### src/rtl/ss_hps_pkg.sv
// Shared constants and state encoding for the hps_io block-device responder.
package ss_hps_pkg;

  localparam int SECTOR_WORDS  = 256;
  localparam int QW_PER_SECTOR = 64;

  typedef enum logic [2:0] {
    IDLE,
    RD_REQ,
    RD_DATA,
    RD_EMIT,
    ZERO_EMIT,
    WR_FETCH,
    WR_REQ,
    DONE
  } resp_state_t;

endpackage

### src/rtl/ss_ramdisk_burstbuf.sv
// Holds one DDRAM read burst; the emitter reads it back one 16-bit word at a time.
module ss_ramdisk_burstbuf #(
  parameter int BURST = 8,
  parameter int IW    = (BURST > 1) ? $clog2(BURST) : 1
) (
  input  logic          clk_sys,
  input  logic          we,
  input  logic [IW-1:0] waddr,
  input  logic [63:0]   wdata,
  input  logic [IW-1:0] q_off,
  input  logic [1:0]    k,
  output logic [15:0]   rdata
);

  logic [63:0] mem [BURST];

  always_ff @(posedge clk_sys) begin
    if (we) mem[waddr] <= wdata;
  end

  assign rdata = mem[q_off][{k, 4'b0000} +: 16];

endmodule

### src/rtl/ss_ramdisk_resp.sv
// hps_io block-device responder: serves 512-byte sectors from a disk image held in DDRAM.
module ss_ramdisk_resp
  import ss_hps_pkg::*;
#(
  parameter logic [28:0] BASE  = 29'h0800000,
  parameter int          BURST = 8
) (
  input  logic        clk_sys,
  input  logic        reset,
  input  logic        img_mounted,
  input  logic [63:0] img_size,
  input  logic [31:0] sd_lba,
  input  logic        sd_rd,
  input  logic        sd_wr,
  output logic        sd_ack,
  output logic [7:0]  sd_buff_addr,
  output logic [15:0] sd_buff_dout,
  output logic        sd_buff_wr,
  input  logic [15:0] sd_buff_din,
  output logic        ddram_clk,
  input  logic        ddram_waitrequest,
  output logic [7:0]  ddram_burstcount,
  output logic [28:0] ddram_address,
  output logic        ddram_read,
  output logic        ddram_write,
  input  logic [63:0] ddram_readdata,
  input  logic        ddram_readdatavalid,
  output logic [63:0] ddram_writedata,
  output logic [7:0]  ddram_byteenable
);

  localparam int IW = (BURST > 1) ? $clog2(BURST) : 1;

  resp_state_t state;
  logic [31:0] size_sectors;
  logic [22:0] lba;
  logic [6:0]  q;
  logic [7:0]  cnt;
  logic [47:0] wr_qw;
  logic [1:0]  wr_lane;
  logic [15:0] buf_word;
  logic        buf_we;
  logic        img_size_unused;

  assign ddram_clk        = clk_sys;
  assign ddram_byteenable = 8'hFF;
  assign img_size_unused  = ^{img_size[63:41], img_size[8:0]};
  assign buf_we           = (state == RD_DATA) && ddram_readdatavalid;
  // din arrives two cycles after the fetch counter that produced its address
  assign wr_lane          = cnt[1:0] - 2'd2;

  function automatic logic [28:0] qw_addr(input logic [22:0] l, input logic [6:0] qq);
    return BASE + {l, 6'b000000} + {22'b0, qq};
  endfunction

  ss_ramdisk_burstbuf #(.BURST(BURST), .IW(IW)) u_buf (
    .clk_sys (clk_sys),
    .we      (buf_we),
    .waddr   (cnt[IW-1:0]),
    .wdata   (ddram_readdata),
    .q_off   (cnt[IW+1:2]),
    .k       (cnt[1:0]),
    .rdata   (buf_word)
  );

  always_ff @(posedge clk_sys) begin
    if (reset) begin
      state            <= IDLE;
      size_sectors     <= '0;
      lba              <= '0;
      q                <= '0;
      cnt              <= '0;
      wr_qw            <= '0;
      sd_ack           <= 1'b0;
      sd_buff_addr     <= '0;
      sd_buff_dout     <= '0;
      sd_buff_wr       <= 1'b0;
      ddram_read       <= 1'b0;
      ddram_write      <= 1'b0;
      ddram_address    <= '0;
      ddram_burstcount <= '0;
      ddram_writedata  <= '0;
    end else begin
      sd_buff_wr <= 1'b0;
      if (img_mounted) size_sectors <= img_size[40:9];

      case (state)
        IDLE: begin
          if (sd_rd || sd_wr) begin
            lba    <= sd_lba[22:0];
            q      <= '0;
            cnt    <= '0;
            sd_ack <= 1'b1;
            if (sd_rd) begin
              if (sd_lba < size_sectors) begin
                state            <= RD_REQ;
                ddram_read       <= 1'b1;
                ddram_burstcount <= 8'(BURST);
                ddram_address    <= qw_addr(sd_lba[22:0], 7'd0);
              end else begin
                state <= ZERO_EMIT;
              end
            end else begin
              state <= (sd_lba < size_sectors) ? WR_FETCH : DONE;
            end
          end
        end

        RD_REQ: begin
          if (!ddram_waitrequest) begin
            ddram_read <= 1'b0;
            cnt        <= '0;
            state      <= RD_DATA;
          end
        end

        RD_DATA: begin
          if (ddram_readdatavalid) begin
            if (cnt == 8'(BURST - 1)) begin
              cnt   <= '0;
              state <= RD_EMIT;
            end else begin
              cnt <= cnt + 8'd1;
            end
          end
        end

        RD_EMIT: begin
          sd_buff_wr   <= 1'b1;
          sd_buff_addr <= {q[5:0], 2'b00} + cnt;
          sd_buff_dout <= buf_word;
          cnt          <= cnt + 8'd1;
          if (cnt == 8'(4 * BURST - 1)) begin
            cnt <= '0;
            q   <= q + 7'(BURST);
            if (q + 7'(BURST) == 7'(QW_PER_SECTOR)) begin
              state <= DONE;
            end else begin
              state            <= RD_REQ;
              ddram_read       <= 1'b1;
              ddram_burstcount <= 8'(BURST);
              ddram_address    <= qw_addr(lba, q + 7'(BURST));
            end
          end
        end

        ZERO_EMIT: begin
          sd_buff_wr   <= 1'b1;
          sd_buff_addr <= cnt;
          sd_buff_dout <= '0;
          cnt          <= cnt + 8'd1;
          if (cnt == 8'(SECTOR_WORDS - 1)) state <= DONE;
        end

        WR_FETCH: begin
          if (cnt < 8'd4) sd_buff_addr <= {q[5:0], 2'b00} + cnt;
          if (cnt >= 8'd2 && cnt < 8'd5) wr_qw[{wr_lane, 4'b0000} +: 16] <= sd_buff_din;
          if (cnt == 8'd5) begin
            cnt              <= '0;
            state            <= WR_REQ;
            ddram_write      <= 1'b1;
            ddram_burstcount <= 8'd1;
            ddram_address    <= qw_addr(lba, q);
            ddram_writedata  <= {sd_buff_din, wr_qw};
          end else begin
            cnt <= cnt + 8'd1;
          end
        end

        WR_REQ: begin
          if (!ddram_waitrequest) begin
            ddram_write <= 1'b0;
            q           <= q + 7'd1;
            cnt         <= '0;
            state       <= (q == 7'(QW_PER_SECTOR - 1)) ? DONE : WR_FETCH;
          end
        end

        DONE: begin
          // a request level still held from the finished transfer must not retrigger
          sd_ack <= 1'b0;
          if (!sd_rd && !sd_wr) state <= IDLE;
        end

        default: state <= IDLE;
      endcase
    end
  end

endmodule

### config.mk
export PLATFORM = sky130hd
export DESIGN_NAME = ss_ramdisk_resp
export DESIGN_NICKNAME = d
export VERILOG_FILES = /design/src/rtl/ss_hps_pkg.sv /design/src/rtl/ss_ramdisk_burstbuf.sv /design/src/rtl/ss_ramdisk_resp.sv
export SDC_FILE = /design/constraint.sdc
export NUM_CORES = 1
export LEC_CHECK = 0
export CAP_MARGIN = 15
export CORE_MARGIN = 5
export CORE_UTILIZATION = 55
export CTS_BUF_LIST = sky130_fd_sc_hd__clkbuf_16
export CTS_CLUSTER_DIAMETER = 150
export DETAILED_ROUTE_END_ITERATION = 10
export DONT_BUFFER_PORTS = 1
export PLACE_DENSITY_LB_ADDON = 0.12
export SYNTH_ARGS = -nofsm -noshare
export SYNTH_HDL_FRONTEND = slang
export SYNTH_SLANG_ARGS = --single-unit
### constraint.sdc
create_clock -name clk_sys -period 7.7 [get_ports clk_sys]
set_clock_uncertainty 0.05 [all_clocks]
set_input_delay 0.77 -clock clk_sys [delete_from_list [all_inputs] [get_ports clk_sys]]
set_output_delay 0.77 -clock clk_sys [all_outputs]
set_load 0.03 [all_outputs]
### Yosys cells after proc, flatten, opt, wreduce, memory -nomap -nowiden

Memories as Yosys holds them, arrays and structs flattened. A register that Yosys moved wholly into a read port is not among the register bits.
Index checks and enable logic that the tools add are counted.

* add/sub/neg operators: 10
* order comparisons: 4
* equal/unequal tests: 27
* shift operators: 3
* multiplexer cells: 60
* reductions and logical operators: 28

Operators with widths (count)
* $mux 29: 6
* $mux 8: 13
* $pmux 29 s3: 1
* $shiftx 64x7->16: 1
* $add 24x29->29 const A: 2
* $add 29x7->29: 2
* $bwmux 48: 1
* $pmux 8 s3: 2
* $pmux 8 s6: 1
* $shift 16x8->48 const A: 1
* $shiftx 16x8->48: 1
* $mux 3: 14
* $lt 32x32->1: 1
* $pmux 16 s2: 1
* $ne 2x2->1 const B: 13
* $pmux 3 s8: 1
* $mux 7: 3
* $pmux 7 s3: 1
* $eq 8x3->1 const B: 2
* $lt 8x3->1 const B: 2
* $reduce_and 7->1: 2
* $eq 3x3->1 const B: 4
* $reduce_bool 3->1: 4
* $mux 1: 11
* 28 further kinds: 42

* register bits: 250
* RAM bits: 512
* output and inout port bits: 138
* logic and storage cells: 148
* memories: 1

Memory list
* u_buf.mem: depth 8, width 64, rd ports 1, clocked after memory_dff 1, write ports 1, RTL line ss_ramdisk_burstbuf.sv:15 `logic [63:0] mem [BURST];`

### Logic depth before layout (Yosys ltp)

Gate-level depths: netlist of the first run.

* depth after elaboration: 6
* mapped depth: 14

### Cells and area by module

From an unflattened synthesis of the first run, not the netlist that was laid out.

* cells, all modules: 2516
* area, all modules: 31834.3 um^2

Modules (own cells, without submodules)
* ss_ramdisk_burstbuf: times used 1, cells each 1094, area each 20061.7 um^2, sequential area each 15374.7 um^2
* ss_ramdisk_resp: times used 1, cells each 1422, area each 11772.5 um^2, sequential area each 4884.7 um^2

==> qor.yml, run 1 <==
run_status:
  outcome: "complete, no violations"
clock_network:
  cts_repair_resize_count: 0
  clk-insertion-delay-late_ns: 0.63
  cts-htree-levels: 3
  postCtsHoldBufs: 0
  clock_pin_slew_worst_setup_and_hold_paths_ns: 0.06
  tritoncts_num_sinks: 759
  cts_buffer_depth: 3
  postCtsSetupBuffers: 0
  cts.root.buffer_cell: "clkbuf_16"
  tritoncts: "done"
  cts_made_buffers: 78
place:
  dp.final_hpwl_mm: 42.5
  placement.cell_area_sq_mm: 0.0314
  detailedPlace.worstSlack_ns: 3.03
  place_inst: 2806
  gp_routability_congestion: 0.883
  portBuffers: 0
timing:
  maxSlewHeadroom_pct: 24.8
  finalHoldViolations: 0
  grt_setup_unrepaired: "false"
  totalNegativeSetupSlack_ns: 0
  setup_slack_ns: 3.03
  worstMarginPinSlew_ns: 1.13
  slew_violations: 0
  holdWs_ns: 0.180
  report.final.setup_viol: 0
global_route:
  grt_util_all_layers_pct: 22.8
  number_of_antenna_violations_at_the_first_check_in_global_routing: 0
  maximum_number_of_pins_on_one_net_before_global_route_repair: 212
  grt_pass1_vias: 17400
  grt_pass1_wl_mm: 106
  grt_overflow_total: 0
cells_and_area:
  layout-area-overhead-vs-synth_pct: 10.1
  final_cell_count_no_fill: 2946
  fill_cells: 4251
  n_antenna_cell: 0
  commonest_non_fill_non_tap_cells_in_the_layout: "512 x edfxtp_1, 320 x nand2_1, 243 x dfxtp_1"
  post_route_cells_drive_above_1_share_pct: 15.0
  mostFrequentLayoutCell: "edfxtp_1"
  final_design_area_no_fill_sq_mm: 0.0339
  finish.net_count: 2373
synth:
  yosys_most_used_dff: "edfxtp_1"
  syn_inst: 2165
  yosys_reg_bits: 759
  ys_async_sr_fraction_pct: 0
  synth-edff-count: 512
  mappedNetlistArea_sq_mm: 0.0308
  yosysUniqueCellTypes: 73
  syn_avg_cell_area_sq_um: 14.2
  synth-seq-area-share_pct: 66.0
  yosysWarningCount: 0
floorplanning:
  chipHeight_microns: 247
  design.core.area_sq_mm: 0.0553
  dieArea_sq_mm: 0.0608
  die_w_microns: 247
  placementRows: 86
  effective_utilization_at_floorplan_pct: 55.7
  i_o_pin_total: 321
critical_path:
  timing.critical_path.required_ns: 6.88
  arrival_ns: 3.85
  worst-setup-path-type: "clock port to output pin"
  critical_path.max_fanout: 2
  setup.worst_path.start: "clk_sys"
  rr_startpoint: "cnt[1]"
  endpoint_type_of_the_worst_setup_path: "output pin"
  cp-start-kind: "clock port"
  reg2reg_setup_slack_ns: 3.64
pwr:
  pwrdens_mw_per_mm2: 280
  static-leakage-power_nw: 11.0
  vdd_ir_drop_max_mv: 0.236
run:
  cap_violations: 0
drt:
  detail_route.vias_per_cell: 5.90
  remaining_drc_errors: 0
  dr.first_iter.drc_count: 1287
  drt_pre_antenna_iters: 7
  dr_total_vias: 17400
  aggregate_routed_wire_length_mm: 69.5
  wire_per_inst_microns: 23.6
  drt.antenna.violating_nets: 0
worst_hold_path:
  hold_sp: "ddram_readdata[60]"
  min-delay-path-class: "input pin to flip-flop"
[cell families after synthesis]
logic type               synth area share [%]
flip-flops                               66.0
AND/OR/NAND/NOR                          8.21
AO/OA/AOI/OAI                            6.22
multiplexers                             13.5
buffers and inverters                    2.78
adder cells (fa/ha/maj)                  2.14
XOR/XNOR                                 1.11
other                                  0.0244
[where the power goes]
| group | total, mW | switching [mW] | internal, mW |
|---|---|---|---|
| combinational | 0.955 | 0.608 | 0.347 |
| sequential | 4.90 | 0.351 | 4.55 |
| clock | 3.64 | 1.56 | 2.08 |
| total | 9.50 | 2.51 | 6.98 |
[worst reg2reg max path, stage by stage (launching register included)]
cell       delay [ns]
dfxtp_4          0.49
buf_4            0.41
inv_1            0.24
ha_1             0.19
nand4_2          0.18
or2_2            0.36
buf_4            0.31
o31ai_4          0.17
and2_1           0.92
o2111ai_1        0.37
o211a_1          0.23
[per-stage QoR]
| step | total power, mW | utilization [%] |
|---|---|---|
| global placement | 5.92 | 56.7 |
| floorplan | 5.72 | - |
| detailed placement | 5.94 | 56.7 |
| global route | 9.89 | 61.3 |
| finish | 9.50 | 61.3 |
| CTS | 9.59 | 61.3 |
[synthesized netlist by cell type, drive strengths merged (5+ instances only)]
library cell / count / area [sq um]
a211oi: 19 / 148
o21ai: 75 / 379
nand2: 321 / 1210
mux4: 160 / 3600
dfxtp: 247 / 4940
and3: 7 / 43.8
xor2: 14 / 123
nor2: 90 / 345
xnor2: 25 / 219
and2: 5 / 31.3
ha: 51 / 638
nand4: 26 / 181
buf: 62 / 359
o21a: 6 / 45.0
nand3: 75 / 385
nor3: 19 / 116
edfxtp: 512 / 15400
clkbuf: 81 / 305
nand2b: 6 / 37.5
a21oi: 189 / 957
nor4: 5 / 46.3
mux2i: 56 / 561
inv: 51 / 191
[final timing paths]
path / to / cells after the start
min reg2reg: ddram_writedata[19] / 2
min: u_buf.mem[2][60] / 0
max reg2reg: ddram_address[27] / 10
max: ddram_clk / 0
[per-layer routing]
| layer | track usage, % | up-vias | part of all wire [%] |
|---|---|---|---|
| met3 | 6.82 | 98 | 8.2 |
| met4 | 6.45 | 0 | 2.3 |
| met1 | 29.6 | 8723 | 40 |
| met5 | 0 | - | 0 |
| met2 | 37.9 | 506 | 49 |
| li1 | - | 8043 | - |
[layout make-up]
type                    instances  area (sq um)  area share (%)
repair buffers                 24           193           0.568
clock inverters                61           534            1.58
inverters                      51           191           0.565
flip-flops and latches        759         20300            60.0
clock buffers                  79          1980            5.83
well taps                     748           936            2.76
multi-input cells            1224          9730            28.7
[registers in the layout, summed over array words and instances (netlist names), named ones only]
name	count
u_buf.mem	512
sd_buff_wr	1
q	7
ddram_burstcount	2
ddram_address	29
sd_buff_dout	16
ddram_read	1
lba	23
state	3
cnt	8
sd_ack	1
wr_qw	48
sd_buff_addr	8
ddram_writedata	64
ddram_write	1
size_sectors	32
Note: power is estimated with default switching activity, not from simulation.
==> run 2: changes to the inputs <==
Clock period 7.7 ns to 4.61 ns, I/O delays scaled along.
==> qor.yml, run 2 (synthesis results as in run 1) <==
timing:
  grt_setup_unrepaired: "false"
  worstMarginPinSlew_ns: 1.08  # -0.0505 ns
  min_period_over_period_pct: 78.1
  finalHoldViolations: 0  # unchanged
  maxSlewHeadroom_pct: 27.8  # +3.0 points
  achievable-frequency_mhz: 278
  report.final.setup_viol: 0  # unchanged
  setup_slack_ns: 1.01  # -2.02 ns
  period_needed_ns: 3.60
  slew_violations: 0  # unchanged
  holdWs_ns: 0.0364  # -0.144 ns
worst_hold_path:
  hold_sp: "sd_lba[1]"
  min-delay-path-class: "input pin to flip-flop"
  min_delay_path_depth: 2  # +2
clock_network:
  cts_buffer_depth: 3  # unchanged
  clk-insertion-delay-late_ns: 0.62  # about the same
  cts_repair_resize_count: 0  # unchanged
  cts.root.buffer_cell: "clkbuf_16"
  cts-htree-levels: 3  # unchanged
  clock_pin_slew_worst_setup_and_hold_paths_ns: 0.06  # about the same
  tritoncts_num_sinks: 759  # unchanged
  tritoncts: "done"
  cts_made_buffers: 78  # unchanged
floorplanning:
  dieArea_sq_mm: 0.0608  # unchanged
  placementRows: 86  # unchanged
  effective_utilization_at_floorplan_pct: 55.7  # unchanged
  die_w_microns: 247  # unchanged
  chipHeight_microns: 247  # unchanged
  i_o_pin_total: 321  # unchanged
  design.core.area_sq_mm: 0.0553  # unchanged
pwr:
  total_power_consumption_of_the_routed_design_mw: 16.0  # +69%
  vdd_ir_drop_max_mv: 0.526  # +120%
  static-leakage-power_nw: 11.7  # +6.4%
  pwrdens_mw_per_mm2: 448  # +60%
cells_and_area:
  largest_register_ffs: 512  # unchanged
  reg.largest.list: "u_buf.mem x512, ddram_writedata x64, wr_qw x48"
  layout-area-overhead-vs-synth_pct: 16.2
  mostFrequentLayoutCell: "edfxtp_1"
  commonest_non_fill_non_tap_cells_in_the_layout: "512 x edfxtp_1, 320 x nand2_1, 243 x dfxtp_1"
  post_route_cells_drive_above_1_share_pct: 13.8  # -1.2 points
  top_register: "u_buf.mem"
  final_util_pct: 64.7  # +3.4 points
  finish.net_count: 2547  # +7.3%
  final_design_area_no_fill_sq_mm: 0.0358  # +5.6%
  fill_cells: 4023  # -5.4%
global_route:
  grt_util_all_layers_pct: 23.8  # +0.94 points
  grt_overflow_total: 0  # unchanged
  maximum_number_of_pins_on_one_net_before_global_route_repair: 208  # -1.9%
  number_of_antenna_violations_at_the_first_check_in_global_routing: 11  # +11
  grt_pass1_vias: 18400  # +5.4%
  grt_pass1_wl_mm: 111  # +4.6%
critical_path:
  arrival_ns: 4.07  # +0.22 ns
  setup.worst_path.start: "state[1]"
  endpoint_type_of_the_worst_setup_path: "flip-flop"
  rr_startpoint: "state[1]"
  critical_path.max_fanout: 20  # +18
  timing.critical_path.required_ns: 5.08  # -1.80 ns
  timing.reg2reg.worst_path_depth: 13  # +3
  worst-setup-path-type: "flip-flop to flip-flop"
  cp-start-kind: "flip-flop"
drt:
  dr_total_vias: 18400  # +6.1%
  detail_route.vias_per_cell: 5.89  # about the same
  remaining_drc_errors: 0  # unchanged
  wire_per_inst_microns: 23.2  # -1.8%
  drt.antenna.violating_nets: 0  # unchanged
  drt_pre_antenna_iters: 5  # -2
  aggregate_routed_wire_length_mm: 72.5  # +4.3%
  dr.first_iter.drc_count: 1504  # +17%
place:
  portBuffers: 0  # unchanged
  placement.cell_area_sq_mm: 0.0316  # +0.62%
  dp.final_hpwl_mm: 43.1  # +1.5%
  gp_routability_congestion: 0.874  # -0.93%
  detailedPlace.worstSlack_ns: 1.04  # -1.99 ns
run_status:
  outcome: "complete, no violations"
run:
  cap_violations: 0  # unchanged
==> run 2: power breakdown <==
part	total, mW	internal (mW)	switching, mW
Clock	6.01	3.45	2.55
Combinational	1.85	0.700	1.15
Sequential	8.19	7.60	0.587
Total	16.0	11.8	4.29
==> run 2: routing by layer <==
| metal | share of wire, % | track usage (%) | vias up |
|---|---|---|---|
| met4 | 2.7 | 6.71 | 12 |
| met2 | 49 | 39.0 | 617 |
| met5 | 0.11 | 0 | - |
| met3 | 8.1 | 6.57 | 163 |
| met1 | 40 | 31.6 | 9225 |
| li1 | - | - | 8420 |
==> run 2: worst paths after layout <==
| check | slack (ns) | endpoint |
|---|---|---|
| worst max-delay path | 1.01 | ddram_address[28] |
| worst min-delay path | 0.04 | ddram_address[7] |
| worst max register to register | 1.01 | ddram_address[28] |
| worst min register to register | 0.39 | ddram_writedata[1] |
==> run 2: critical path: stages (launching register included) <==
cell,delay (ns)
dfxtp_1,0.76
nor2b_2,0.16
nand2_1,0.29
nand2_1,0.12
xnor2_1,0.17
ha_1,0.21
ha_1,0.21
nand3_1,0.23
nor4_4,0.36
nand3_2,0.15
o21ai_0,0.19
a31oi_1,0.10
or4_1,0.44
o21ai_1,0.09
==> run 2: area by class of cell <==
class                           count  area (sq um)  share of cell area [%]
Tap cell                          748           936                    2.62
Clock buffer                       82          2050                    5.73
Sequential cell                   759         20300                    56.8
Timing Repair Buffer              198          2090                    5.85
Inverter                           51           191                   0.535
Multi-Input combinational cell   1224          9750                    27.2
Clock inverter                     62           422                    1.18
Antenna cell                        6          15.0                  0.0420
==> run 2: through the flow <==
step | cells | TNS, ns
2_1_floorplan | 2177 | -46.36
3_3_place_gp | 2810 | 0
3_5_place_dp | 2810 | 0
4_1_cts | 3124 | 0
5_1_grt | 3128 | 0
6_report | 3130 | 0
==> run 2: what timing repair did <==
item,4_1_cts,5_1_grt
endpoints found under the hold margin,721,0
buffers inserted,0,0
hold buffers,170,0
==> run 3: changes to the inputs <==
Settings changed: ABC_AREA set to 1.
Clock period 4.61 ns to 3.7 ns, I/O delays scaled along.
==> qor.yml, run 3 <==
run_status:
  outcome: "complete, no violations"
critical_path:
  cpLargestDelayFamily: "simple AND/OR/NAND/NOR gates"
  reg2reg_setup_slack_ns: 0.50  # -0.51 ns
  arrival_ns: 3.65  # -0.42 ns
  crit_slowest_cell: "dfxtp_1"
  path_cells: "inv_2 -> nor2_1 -> nand2_2 -> inv_1 -> nand2_1 -> o21ai_0 -> ha_1 -> nand2_1 -> nor2_1 -> nand3_1 -> nor2_1 -> nand2_1 -> nor2_1 -> nand3_1 -> or2_2 -> nand3_1 -> nand2_1 -> nor2_1 -> nor2_1"
  reg_to_reg_critical_path_endpoint: "ddram_address[27]"
  cp-start-kind: "flip-flop"
  crit_cells: 19  # +6
  setup.worst_path.start: "state[0]"
  endpoint_type_of_the_worst_setup_path: "flip-flop"
  crit_path_frequent_cell: "nor2_1"
  timing.critical_path.buf_inv: 2  # +2
  rr_startpoint: "state[0]"
  worst-setup-path-type: "flip-flop to flip-flop"
  critPathCapture: "ddram_address[27]"
  critical-path-max-stage-delay_ns: 0.41  # -0.35 ns
  critical_path.max_fanout: 7  # -65%
  timing.critical_path.required_ns: 4.15  # -0.93 ns
  timing.reg2reg.worst_path_depth: 19  # +6
worst_hold_path:
  hold_sp: "sd_lba[22]"
  min-delay-path-class: "input pin to flip-flop"
timing:
  setup_slack_ns: 0.500  # -0.510 ns
  slew_violations: 0  # unchanged
  achievable-frequency_mhz: 312  # +12%
  report.final.setup_viol: 0  # unchanged
  totalNegativeSetupSlack_ns: 0  # unchanged
  maxSlewHeadroom_pct: 25.6  # -2.2 points
  period_needed_ns: 3.20  # -0.400 ns
  min_period_over_period_pct: 86.5  # +8.4 points
  holdWs_ns: 0.0594  # +0.0231 ns
  finalHoldViolations: 0  # unchanged
  grt_setup_unrepaired: "false"
  worstMarginPinSlew_ns: 1.11  # +0.0349 ns
synth:
  synth-simple-area-share_pct: 10.5  # +2.3 points
  mappedNetlistArea_sq_mm: 0.0314  # +1.9%
  synth_top_cells_by_count: "512 x edfxtp_1, 309 x nor2_1, 295 x o21ai_0"
  yosysWarningCount: 0  # unchanged
  yosysUniqueCellTypes: 45  # -38%
  yosys_most_used_dff: "edfxtp_1"
  synth-edff-count: 512  # unchanged
  yosys_reg_bits: 759  # unchanged
  post_synth_fa_ha_maj_area_fraction_pct: 2.10  # -0.040 points
  combinational_family_with_the_most_area_after_synthesis: "compound AO/OA/AOI/OAI gates"
  synth_xor_area_share_pct: 0.558  # -0.55 points
  synth.area.mux_share_pct: 2.04  # -11 points
  most_area_consuming_cells_after_synthesis: "edfxtp_1 49%, dfxtp_1 16%, o21ai_0 4.7%, a21oi_1 3.9%, nor2_1 3.7%"
  synth-seq-area-share_pct: 64.8  # -1.2 points
  synth_area_in_compound_gates_pct: 15.2  # +9.0 points
  synthDominantCellAreaShare_pct: 49.0  # -0.93 points
  synth_top_cell_by_area: "edfxtp_1"
  syn_avg_cell_area_sq_um: 11.1  # -22%
  yosysMostFrequentCell: "edfxtp_1"
  ys_async_sr_fraction_pct: 0  # unchanged
  syn_inst: 2833  # +31%
cells_and_area:
  largest_register_ffs: 512  # unchanged
  top_register: "u_buf.mem"
  finish.net_count: 3143  # +23%
  final_design_area_no_fill_sq_mm: 0.0359  # +0.43%
  reg.largest.list: "u_buf.mem x512, ddram_writedata x64, wr_qw x48"
  post_route_cells_drive_above_1_share_pct: 6.13  # -7.6 points
  layout-area-overhead-vs-synth_pct: 14.6
  commonest_non_fill_non_tap_cells_in_the_layout: "512 x edfxtp_1, 304 x nor2_1, 295 x o21ai_0"
  mostFrequentLayoutCell: "edfxtp_1"
floorplanning:
  die_w_microns: 249  # +0.90%
  dieArea_sq_mm: 0.0619  # +1.8%
  i_o_pin_total: 321  # unchanged
  chipHeight_microns: 249  # +0.90%
  placementRows: 87  # +1.2%
  effective_utilization_at_floorplan_pct: 55.5  # -0.14 points
  design.core.area_sq_mm: 0.0565  # +2.1%
place:
  gp_routability_congestion: 0.891  # +1.9%
  detailedPlace.worstSlack_ns: 0.537  # -0.507 ns
  placement.cell_area_sq_mm: 0.0321  # +1.8%
  portBuffers: 0  # unchanged
  dp.final_hpwl_mm: 48.0  # +11%
drt:
  dr_total_vias: 22200  # +21%
  detail_route.vias_per_cell: 5.97  # +1.3%
  drt_pre_antenna_iters: 6  # +1
  remaining_drc_errors: 0  # unchanged
  drt.antenna.violating_nets: 0  # unchanged
  aggregate_routed_wire_length_mm: 82.8  # +14%
  wire_per_inst_microns: 22.2  # -4.1%
  dr.first_iter.drc_count: 2348  # +56%
global_route:
  number_of_antenna_violations_at_the_first_check_in_global_routing: 8  # -3
  grt_pass1_wl_mm: 126  # +14%
  maximum_number_of_pins_on_one_net_before_global_route_repair: 133  # -36%
  grt_util_all_layers_pct: 25.6  # +1.8 points
  grt_pass1_vias: 21400  # +16%
  grt_overflow_total: 0  # unchanged
pwr:
  pwrdens_mw_per_mm2: 570  # +27%
  vdd_ir_drop_max_mv: 0.451  # -14%
  static-leakage-power_nw: 12.4  # +5.2%
  total_power_consumption_of_the_routed_design_mw: 20.5  # +28%
clock_network:
  cts-htree-levels: 3  # unchanged
  cts_made_buffers: 78  # unchanged
  tritoncts_num_sinks: 759  # unchanged
  cts.root.buffer_cell: "clkbuf_16"
  clk-insertion-delay-late_ns: 0.62  # about the same
  tritoncts: "done"
  postCtsSetupBuffers: 0  # unchanged
  clock_pin_slew_worst_setup_and_hold_paths_ns: 0.06  # about the same
  cts_buffer_depth: 3  # unchanged
run:
  cap_violations: 0  # unchanged
-- run 3: changes by cell type in the layout (fill, tap and decap cells not counted), sizes merged, moves of 63 or more --
cell | previous run | this run
inv | 77 | 195
mux4 | 160 | 0
nand2 | 321 | 215
nand3 | 75 | 193
nor2 | 90 | 315
o21ai | 75 | 296
o21bai | 1 | 64
o221ai | 0 | 128
-- run 3: worst register-to-register path: cells and delay by family (launching register included) --
family	cells	cell delay, ns
AO/OA/AOI/OAI	1	0.10
adder cells (fa/ha/maj)	1	0.28
buffers and inverters	2	0.30
flip-flops	1	0.41
AND/OR/NAND/NOR	15	1.94
-- run 3: cell type report --
| cell class | instances | area [sq um] |
|---|---|---|
| clock inverter | 61 | 399 |
| antenna | 4 | 10.0 |
| fill | 4372 | 20600 |
| sequential | 759 | 20300 |
| inverter | 176 | 667 |
| tap | 756 | 946 |
| timing repair buffer | 182 | 1940 |
| clock buffer | 80 | 2000 |
| multi-input combinational | 1711 | 9650 |
-- run 3: logic make-up (layout without fill, tap and decap cells) --
logic type	Yosys count	after routing
other	2	18
adders and majority gates	52	52
buffers and inverters	375	499
AOI/OAI and AO/OA	793	793
muxes	64	64
and+or+nand+nor	768	768
xor gates and xnor gates	20	20
DFF	759	759
-- run 3: stage by stage --
step,cells,util [%]
2_1_floorplan,2845,-
3_3_place_gp,3446,56.9
3_5_place_dp,3446,56.9
4_1_cts,3725,63.6
5_1_grt,3725,63.6
6_report,3729,63.6
-- run 3: per-layer routing --
metal	wire (microns)	vias up	part of all wire (%)	global-route usage [%]
met5	64	-	0.077	0
met4	2370	10	2.9	7.46
met3	6330	146	7.6	6.34
met2	39100	825	47	41.7
met1	35000	10900	42	34.4
li1	-	10400	-	-
-- run 3: how the worst min path moves through the flow --
stage                                    end  slack, ns  cells past startpoint
after floorplan           ddram_writedata[0]       0.38                      2
after global placement             ddram_clk       0.32                      0
after detailed placement           ddram_clk       0.32                      0
after CTS                  ddram_address[28]       0.02                      5
after global routing       ddram_address[28]       0.06                      5
final                      ddram_address[28]       0.06                      5
-- run 3: report_power, final --
group	leakage [nW]	switching, mW	internal (mW)
sequential	6.62	0.803	9.54
combinational	4.47	1.93	0.884
clock	1.26	3.20	4.15
-- run 3: what timing repair did --
action / 4_1_cts / 5_1_grt
hold endpoints to repair: 672 / 0
gates resized for setup: 0 / 0
hold buffers: 138 / 0
